## src/rtl/sdram_burst_scheduler.sv

```systemverilog
// Shares the full-page SDRAM burst engine between a high-priority display reader and a
// frame writer, forcing the writer in after MAX_RD_STREAK reads while it waits.
module sdram_burst_scheduler #(
  parameter int unsigned MAX_RD_STREAK  = 4,
  parameter int unsigned TIMEOUT_CYCLES = 4096
) (
  input  logic        CLK_OUT,
  input  logic        rst_n,
  input  logic        sched_en,
  input  logic        rd_req,
  input  logic [14:0] rd_page,
  output logic        rd_grant,
  output logic        rd_done,
  output logic        rd_push,
  input  logic        wr_req,
  input  logic [14:0] wr_page,
  output logic        wr_grant,
  output logic        wr_done,
  output logic        wr_pop,
  output logic [2:0]  cmd,
  output logic [14:0] page_addr,
  input  logic        if_idle,
  input  logic        if_r_fifo,
  input  logic        if_w_fifo,
  output logic [15:0] rd_bursts,
  output logic [15:0] wr_bursts,
  output logic        err,
  input  logic        err_clr
);

  typedef enum logic [1:0] {S_IDLE = 2'd0, S_ISSUE = 2'd1, S_BUSY = 2'd2, S_DONE = 2'd3} state_t;
  typedef enum logic [1:0] {OWN_NONE = 2'd0, OWN_RD = 2'd1, OWN_WR = 2'd2} owner_t;

  localparam logic [2:0]  CMD_IDLE   = 3'b000;
  localparam logic [2:0]  CMD_READ   = 3'b001;
  localparam logic [2:0]  CMD_WRITE  = 3'b010;
  localparam logic [3:0]  STREAK_MAX = 4'(MAX_RD_STREAK);
  localparam logic [15:0] TIMEOUT_W  = 16'(TIMEOUT_CYCLES);

  state_t      state_q, state_d;
  owner_t      owner_q, owner_d;
  logic [2:0]  cmd_q, cmd_d;
  logic [14:0] page_q, page_d;
  logic        rd_grant_q, rd_grant_d, wr_grant_q, wr_grant_d;
  logic        rd_done_q, rd_done_d, wr_done_q, wr_done_d;
  logic [15:0] rd_bursts_q, rd_bursts_d, wr_bursts_q, wr_bursts_d;
  logic [3:0]  streak_q, streak_d;
  logic [15:0] wdog_q, wdog_d;
  logic        err_q, err_d;
  logic [15:0] wdog_inc_s;
  logic        wdog_set_s;

  // Watchdog saturates so the set condition persists for as long as the engine stays stuck
  assign wdog_inc_s = (wdog_q == TIMEOUT_W) ? wdog_q : wdog_q + 16'd1;

  // Next-state, arbitration, watchdog and error logic
  always_comb begin
    state_d     = state_q;
    owner_d     = owner_q;
    cmd_d       = cmd_q;
    page_d      = page_q;
    rd_grant_d  = 1'b0;
    wr_grant_d  = 1'b0;
    rd_done_d   = 1'b0;
    wr_done_d   = 1'b0;
    rd_bursts_d = rd_bursts_q;
    wr_bursts_d = wr_bursts_q;
    streak_d    = streak_q;
    wdog_d      = 16'd0;
    case (state_q)
      S_IDLE: begin
        if (sched_en && if_idle) begin
          if (rd_req && !((streak_q == STREAK_MAX) && wr_req)) begin
            page_d     = rd_page;
            owner_d    = OWN_RD;
            cmd_d      = CMD_READ;
            rd_grant_d = 1'b1;
            state_d    = S_ISSUE;
            if (wr_req) begin
              streak_d = (streak_q >= STREAK_MAX) ? STREAK_MAX : streak_q + 4'd1;
            end else begin
              streak_d = 4'd0;
            end
          end else if (wr_req) begin
            page_d     = wr_page;
            owner_d    = OWN_WR;
            cmd_d      = CMD_WRITE;
            wr_grant_d = 1'b1;
            state_d    = S_ISSUE;
            streak_d   = 4'd0;
          end else begin
            state_d = S_IDLE;
          end
        end else begin
          state_d = S_IDLE;
        end
      end
      S_ISSUE: begin
        wdog_d = wdog_inc_s;
        // Dropping cmd as soon as the engine leaves idle prevents a second issue
        if (!if_idle) begin
          cmd_d   = CMD_IDLE;
          state_d = S_BUSY;
        end else begin
          state_d = S_ISSUE;
        end
      end
      S_BUSY: begin
        wdog_d = wdog_inc_s;
        if (if_idle) begin
          state_d = S_DONE;
          if (owner_q == OWN_RD) begin
            rd_done_d   = 1'b1;
            rd_bursts_d = rd_bursts_q + 16'd1;
          end else if (owner_q == OWN_WR) begin
            wr_done_d   = 1'b1;
            wr_bursts_d = wr_bursts_q + 16'd1;
          end else begin
            rd_done_d = 1'b0;
          end
        end else begin
          state_d = S_BUSY;
        end
      end
      S_DONE: begin
        owner_d = OWN_NONE;
        state_d = S_IDLE;
      end
      default: begin
        owner_d = OWN_NONE;
        cmd_d   = CMD_IDLE;
        state_d = S_IDLE;
      end
    endcase

    wdog_set_s = ((state_q == S_ISSUE) || (state_q == S_BUSY)) && (wdog_d == TIMEOUT_W);
    if (wdog_set_s) begin
      err_d = 1'b1;
    end else if (err_clr) begin
      err_d = 1'b0;
    end else begin
      err_d = err_q;
    end
  end

  // State and registered-output flops
  always_ff @(posedge CLK_OUT or negedge rst_n) begin
    if (!rst_n) begin
      state_q     <= S_IDLE;
      owner_q     <= OWN_NONE;
      cmd_q       <= CMD_IDLE;
      page_q      <= 15'd0;
      rd_grant_q  <= 1'b0;
      wr_grant_q  <= 1'b0;
      rd_done_q   <= 1'b0;
      wr_done_q   <= 1'b0;
      rd_bursts_q <= 16'd0;
      wr_bursts_q <= 16'd0;
      streak_q    <= 4'd0;
      wdog_q      <= 16'd0;
      err_q       <= 1'b0;
    end else begin
      state_q     <= state_d;
      owner_q     <= owner_d;
      cmd_q       <= cmd_d;
      page_q      <= page_d;
      rd_grant_q  <= rd_grant_d;
      wr_grant_q  <= wr_grant_d;
      rd_done_q   <= rd_done_d;
      wr_done_q   <= wr_done_d;
      rd_bursts_q <= rd_bursts_d;
      wr_bursts_q <= wr_bursts_d;
      streak_q    <= streak_d;
      wdog_q      <= wdog_d;
      err_q       <= err_d;
    end
  end

  assign cmd       = cmd_q;
  assign page_addr = page_q;
  assign rd_grant  = rd_grant_q;
  assign wr_grant  = wr_grant_q;
  assign rd_done   = rd_done_q;
  assign wr_done   = wr_done_q;
  assign rd_bursts = rd_bursts_q;
  assign wr_bursts = wr_bursts_q;
  assign err       = err_q;
  assign rd_push   = if_w_fifo & (owner_q == OWN_RD);
  assign wr_pop    = if_r_fifo & (owner_q == OWN_WR);

endmodule

```

## config.mk

```make
export PLATFORM = sky130hd
export DESIGN_NAME = sdram_burst_scheduler
export DESIGN_NICKNAME = d
export VERILOG_FILES = /design/src/rtl/sdram_burst_scheduler.sv
export SDC_FILE = /design/constraint.sdc
export NUM_CORES = 1
export LEC_CHECK = 0
export CORE_ASPECT_RATIO = 0.7
export CORE_MARGIN = 8
export CORE_UTILIZATION = 40
export CTS_CLUSTER_DIAMETER = 50
export DETAILED_ROUTE_END_ITERATION = 10
export PLACE_DENSITY = 0.67
export SYNTH_ARGS = -nofsm -noshare
export SYNTH_HDL_FRONTEND = slang
export SYNTH_SLANG_ARGS = --single-unit
export TNS_END_PERCENT = 1
```

## constraint.sdc

```tcl
create_clock -name CLK_OUT -period 2.25 [get_ports CLK_OUT]
set_input_delay 0.45 -clock CLK_OUT [delete_from_list [all_inputs] [get_ports CLK_OUT]]
set_output_delay 0.45 -clock CLK_OUT [all_outputs]
set_load 0.02 [all_outputs]
```

==> out/qor.tcl, run 1 <==
set qor(fmax_ghz) 0.472
set qor(setup.worst_path.class) {in -> out}
set qor(finalNetCount) 496
set qor(worst_skew_pair.late_latency_ns) 0.34
set qor(post_synth_num_cell_types) 53
set qor(critPathMaxFanout) 1
set qor(tritoncts_num_sinks) 78
set qor(maxCapViolCount) 0
set qor(netlist.area_leader.share_pct) 51.6
set qor(cts-root-to-sink-buffers) 2
set qor(crit_path_start_kind) {input port}
set qor(fin_tns_setup_ns) 0
set qor(number_of_synthesized_flops_with_an_enable_pin) 0
set qor(detailed_route_iter0_violations) 177
set qor(tritoncts) {done}
set qor(syn-instance-count) 346
set qor(floorplan.initialDensity_pct) 41.4
set qor(finalMaxSlewViolations) 0
set qor(post-dp-hpwl_um) 6780
set qor(timing.final.setup_violations) 0
set qor(synth-seq-area-share_pct) 51.6
set qor(fp.coreArea_sq_um) 9140
set qor(grt_pass1_wl_um) 15800
set qor(period_minus_slack_ns) 2.12
set qor(grt_setup_unrepaired) {no}
set qor(timing_worst_slew_pin_value_ns) 0.660
set qor(yosysWarningCount) 0
set qor(ratio_of_cells_with_drive_above_1_in_the_final_layout_pct) 10.2
set qor(synth_flop_cell) {dfrtp_1}
set qor(leakage_power_uw) 0.00237
set qor(vdd_ir_drop_max_v) 0.000671
set qor(groute.usage.overall_pct) 15.0
set qor(dr_total_vias) 2922
set qor(postSynthRegisterBits) 78
set qor(detail_route.first_pass.iterations) 4
set qor(multi_input_comb_area_sq_um) 1660
set qor(grt_pass1_vias) 3086
set qor(timing.final.crit_share_pct) 94.2
set qor(fp.dieArea_sq_um) 12900
set qor(detail_route.drc_violations) 0
set qor(synth.top_cells.by_area) {dfrtp_1 (52%), xnor2_1 (7.2%), a222oi_1 (4.0%), ha_1 (3.3%), inv_1 (2.8%)}
set qor(largest_net_degree_at_the_start_of_global_routing) 51
set qor(arrival_time_at_the_worst_endpoint_ns) 1.67
set qor(ys_async_sr_fraction_pct) 100
set qor(row_count) 29
set qor(postSynthAreaPerCell_sq_um) 10.9
set qor(layout_commonest_cell) {clkdlybuf4s50_1}
set qor(syn2layout_area_growth_pct) 38.2
set qor(end_kind) {primary output}
set qor(final.fill_count) 808
set qor(finalHoldViolations) 0
set qor(initial_antenna_violation_count) 0
set qor(drt.antenna.violating_nets) 0
set qor(min_path_type) {in -> async}
set qor(synth_area_sq_um) 3780
set qor(grt.overflow.total) 0
set qor(io_pins) 96
set qor(critical_path_required_ns) 1.80
set qor(powerDensity_nw_per_um2) 922
set qor(gp_congestion) 0.809
set qor(htree_levels) 3
set qor(synthDominantAreaCellType) {dfrtp_1}
set qor(via_per_inst) 5.07
set qor(clock-skew-final_ns) 0.00727
set qor(post-cts-setup-buffer-count) 0
set qor(layout.area.seq_sq_um) 1950
set qor(clk_pin_slew_ns) 0.06
set qor(cts_root_buf) {clkbuf_16}
set qor(die_extent_in_x_um) 132
set qor(die-height_um) 97.3
set qor(post_cts.resized_instances) 0
set qor(layout_common_cells) {clkdlybuf4s50_1 (93), dfrtp_1 (78), xnor2_1 (31)}
set qor(antennaDiodeCount) 0
set qor(io_buffers) 94
set qor(cts_hold_buffers) 0
set qor(route.final.wire_length_um) 9160
set qor(postSynthNetCount) 395
set qor(fin_hold_ws_ns) 0.143
set qor(wl_per_cell_um) 15.9
set qor(run_status) {completed}
set qor(cts_buffers) 9
set qor(worst_slew_margin_rel_pct) 56.0
==> state kept, by name, indices dropped and copies added, names as in the netlist, named ones only <==
name and cells:
wr_bursts 16, cmd 2, rd_grant 1, rd_bursts 16, page_addr 15, err 1
wr_grant 1, rd_done 1, state_q 1, streak_q 4, owner_q 2, wr_done 1
wdog_q 16
==> routing by layer <==
metal	track usage (%)	up-vias	part of all wire, %
met2	21.6	111	41
met1	19.0	1387	47
met3	8.47	10	11
li1	-	1414	-
met5	0	-	0
met4	3.91	0	1.1
==> synth_stat cells, types with 7 or more instances <==
library cell	number
xnor2_1	31
and3_1	8
nand3_1	14
nand4_1	12
dfrtp_1	78
inv_1	28
nand2_1	21
nor2_1	12
o21ai_0	10
xor2_1	12
a222oi_1	15
and2_1	13
ha_1	10
a21oi_1	7
==> worst max-delay path, stage by stage <==
cell             delay (ns)
clkdlybuf4s50_1        0.45
and3b_2                0.17
clkdlybuf4s50_1        0.60
==> where the power goes <==
part           internal (uW)  leakage (uW)  switching (uW)
registers               1640       0.00106             231
logic                    696       0.00116             719
clock network            965      0.000159             570
total                   3300       0.00237            1520
==> metrics by stage <==
step,total power [uW],util [%],std cells,area (sq um),setup slack [ns]
6_report,4820,57.1,576,5230,0.131
5_1_grt,5120,57.1,576,5230,0.0295
4_1_cts,4870,56.9,576,5200,0.0247
3_5_place_dp,3290,53.5,560,4890,0.0340
3_3_place_gp,3270,53.5,560,4890,0.0708
2_1_floorplan,2610,-,346,3780,0.422
==> path summary, 6_finish.rpt <==
kind	start	end	slack [ns]	depth (start not counted)
setup / recovery	if_r_fifo	wr_pop	0.13	3
hold / removal	rst_n	cmd[0]	0.14	1
setup reg to reg	wdog_q[0]	err	0.16	8
hold reg to reg	wr_bursts[15]	wr_bursts[15]	0.48	1
max in group asynchronous	rst_n	wr_bursts[4]	1.54	2
min in group CLK_OUT	wr_bursts[15]	wr_bursts[15]	0.48	1
==> layout make-up <==
class                           count  area share (%)
Clock buffer                        9            4.31
Clock inverter                      7            1.70
Inverter                           28            2.01
Multi-Input combinational cell    226            31.8
Sequential cell                    78            37.4
Tap cell                          124            2.97
Timing Repair Buffer              104            19.9
==> logic make-up (layout without fill, tap and decap cells) <==
logic type,count (synthesis),count (layout),share of synthesized area [%]
simple gates,122,122,19.7
flops,78,78,51.6
compound gates,46,46,9.20
xor+xnor,43,43,9.96
buf+inv,42,148,5.00
fa+ha+maj,10,10,3.31
mux,4,4,1.16
other cells,1,1,0.0992
(Power assumes the default switching activity.)
==> run 2, diff against run 1 <==
==> constraint.sdc (replaced) <==
create_clock -name CLK_OUT -period 2.6 [get_ports CLK_OUT]
set_input_delay 0.52 -clock CLK_OUT [delete_from_list [all_inputs] [get_ports CLK_OUT]]
set_output_delay 0.52 -clock CLK_OUT [all_outputs]
set_load 0.02 [all_outputs]
==> run 2 against run 1 <==
Against the previous run: clock power down 18%; utilization down 0.83 points; critical path depth stayed put; sequential power down 14%; combinational power down 16%; critical endpoint unchanged; largest cell class unchanged.
==> out/qor.tcl, run 2 (synthesis results as in run 1) <==
set qor(run_status) {completed}
set qor(ratio_of_cells_with_drive_above_1_in_the_final_layout_pct) 8.72 ;# -1.5 points
set qor(clock-skew-final_ns) 0.00764 ;# +0.000371 ns
set qor(die-height_um) 97.3 ;# unchanged
set qor(largest_net_degree_at_the_start_of_global_routing) 44 ;# -14%
set qor(die_extent_in_x_um) 132 ;# unchanged
set qor(worst_skew_pair.late_latency_ns) 0.33 ;# about the same
set qor(clock_power_share_pct) 31.1 ;# -0.7 points
set qor(share_seq_of_total_power_pct) 39.7 ;# +0.9 points
set qor(end_kind) {primary output}
set qor(powerDensity_nw_per_um2) 789 ;# -14%
set qor(tritoncts_num_sinks) 78 ;# unchanged
set qor(finalHoldViolations) 0 ;# unchanged
set qor(cts_buffers) 9 ;# unchanged
set qor(total_power_draw_uw) 4060 ;# -16%
set qor(gp_congestion) 0.817 ;# +0.95%
set qor(p_sw_share_pct) 31.9 ;# +0.37 points
set qor(critPathMaxFanout) 1 ;# unchanged
set qor(initial_antenna_violation_count) 0 ;# unchanged
set qor(clk_pin_slew_ns) 0.06 ;# about the same
set qor(cts-root-to-sink-buffers) 2 ;# unchanged
set qor(fp.dieArea_sq_um) 12900 ;# unchanged
set qor(io_pins) 96 ;# unchanged
set qor(maxCapViolCount) 0 ;# unchanged
set qor(wirelength_met1_um) 4150 ;# -2.6%
set qor(leakage_power_uw) 0.00233 ;# -1.7%
set qor(timing.final.setup_violations) 0 ;# unchanged
set qor(via_per_inst) 5.08 ;# +0.15%
set qor(worst_slew_margin_rel_pct) 56.1 ;# +0.061 points
set qor(row_count) 29 ;# unchanged
set qor(finalNetCount) 491 ;# -1.0%
set qor(detailed_route_iter0_violations) 194 ;# +9.6%
set qor(post-dp-hpwl_um) 6700 ;# -1.2%
set qor(post-cts-setup-buffer-count) 0 ;# unchanged
set qor(detail_route.first_pass.iterations) 5 ;# +1
set qor(min_path_type) {in -> async}
set qor(vdd_ir_drop_max_v) 0.000467 ;# -30%
set qor(cts_hold_buffers) 0 ;# unchanged
set qor(drt.antenna.violating_nets) 0 ;# unchanged
set qor(dr.max_layer_used) {met4}
set qor(floorplan.initialDensity_pct) 41.4 ;# unchanged
set qor(arrival_time_at_the_worst_endpoint_ns) 1.73 ;# +0.06 ns
set qor(grt_pass1_vias) 3066 ;# -0.65%
set qor(placed_cells) 555 ;# -0.89%
set qor(share_comb_of_total_power_pct) 29.2 ;# -0.2 points
set qor(route.final.wire_length_um) 8950 ;# -2.3%
set qor(finalNonFillerCells) 571 ;# -0.87%
set qor(cts_root_buf) {clkbuf_16}
set qor(wl_per_cell_um) 15.7 ;# -1.4%
set qor(dr_total_vias) 2901 ;# -0.72%
set qor(dr_wl_met3_um) 980 ;# -6.8%
set qor(internal_power_summed_over_all_cells_uw) 2770 ;# -16%
set qor(io_buffers) 94 ;# unchanged
set qor(met2_wl_um) 3730 ;# -0.21%
set qor(timing.final.crit_share_pct) 86.7
set qor(syn2layout_area_growth_pct) 36.2
set qor(fin_tns_setup_ns) 0 ;# unchanged
set qor(critical_path_required_ns) 2.08 ;# +0.28 ns
set qor(detail_route.drc_violations) 0 ;# unchanged
set qor(crit_path_start_kind) {input port}
set qor(preCtsSetupSlack_ns) 0.294 ;# +0.260 ns
set qor(worst_slack_setup_final_ns) 0.346 ;# +0.215 ns
set qor(grt.overflow.total) 0 ;# unchanged
set qor(net-switching-power_uw) 1300 ;# -15%
set qor(layout_common_cells) {clkdlybuf4s50_1 (93), dfrtp_1 (78), xnor2_1 (31)}
set qor(grt_pass1_wl_um) 15300 ;# -2.8%
set qor(post_cts.resized_instances) 0 ;# unchanged
set qor(layout_commonest_cell) {clkdlybuf4s50_1}
set qor(tritoncts) {done}
set qor(setup.worst_path.class) {in -> out}
set qor(finalMaxSlewViolations) 0 ;# unchanged
set qor(timing_worst_slew_pin_value_ns) 0.659 ;# -0.000912 ns
set qor(antennaDiodeCount) 0 ;# unchanged
set qor(fp.coreArea_sq_um) 9140 ;# unchanged
set qor(fmax_ghz) 0.444
set qor(grt_setup_unrepaired) {no}
set qor(groute.usage.overall_pct) 14.4 ;# -0.61 points
set qor(period_minus_slack_ns) 2.25
set qor(htree_levels) 3 ;# unchanged
## run 2: worst paths after layout
path,slack [ns],cells after the start,from,end
worst min-delay path,0.13,1,rst_n,page_addr[3]
min in group CLK_OUT,0.47,1,wr_bursts[15],wr_bursts[15]
worst max-delay path,0.35,3,if_r_fifo,wr_pop
max in group asynchronous,1.87,2,rst_n,wdog_q[6]
worst min register to register,0.47,1,wr_bursts[15],wr_bursts[15]
worst max register to register,0.43,8,wdog_q[0],err
## run 2: metal layers
metal / vias up / track usage, %
met4: 0 / 3.83
met2: 102 / 20.9
li1: 1408 / -
met5: - / 0
met1: 1383 / 18.1
met3: 8 / 7.90
## run 2: stage by stage
stage	utilization [%]	hold WS (ns)	instance area (sq um)
final	56.3	0.133	5150
after floorplan	-	0.224	3780
after detailed placement	52.9	0.469	4840
after global placement	52.9	0.461	4840
after CTS	56.3	0.154	5150
after global routing	56.3	0.176	5150
## run 2: final cells by class
cell class / instances / area [sq um]
Clock buffer: 10 / 239
Clock inverter: 6 / 68.8
Fill cell: 831 / 4000
Inverter: 28 / 105
Multi-Input combinational cell: 226 / 1640
Sequential cell: 78 / 1950
Tap cell: 124 / 155
Timing Repair Buffer: 99 / 988
## run 2: critical path, stage by stage
cell             delay (ns)
clkdlybuf4s50_1        0.44
and3b_2                0.17
clkdlybuf4s50_1        0.60
## run 2: power by group through the flow
stage | registers (uW) | clock network (uW) | logic, uW
CTS | 1610 | 1300 | 1210
global route | 1650 | 1350 | 1310
floorplan | 1760 | 0 | 499
global placement | 1620 | 0 | 1180
finish | 1610 | 1260 | 1190
detailed placement | 1620 | 0 | 1210
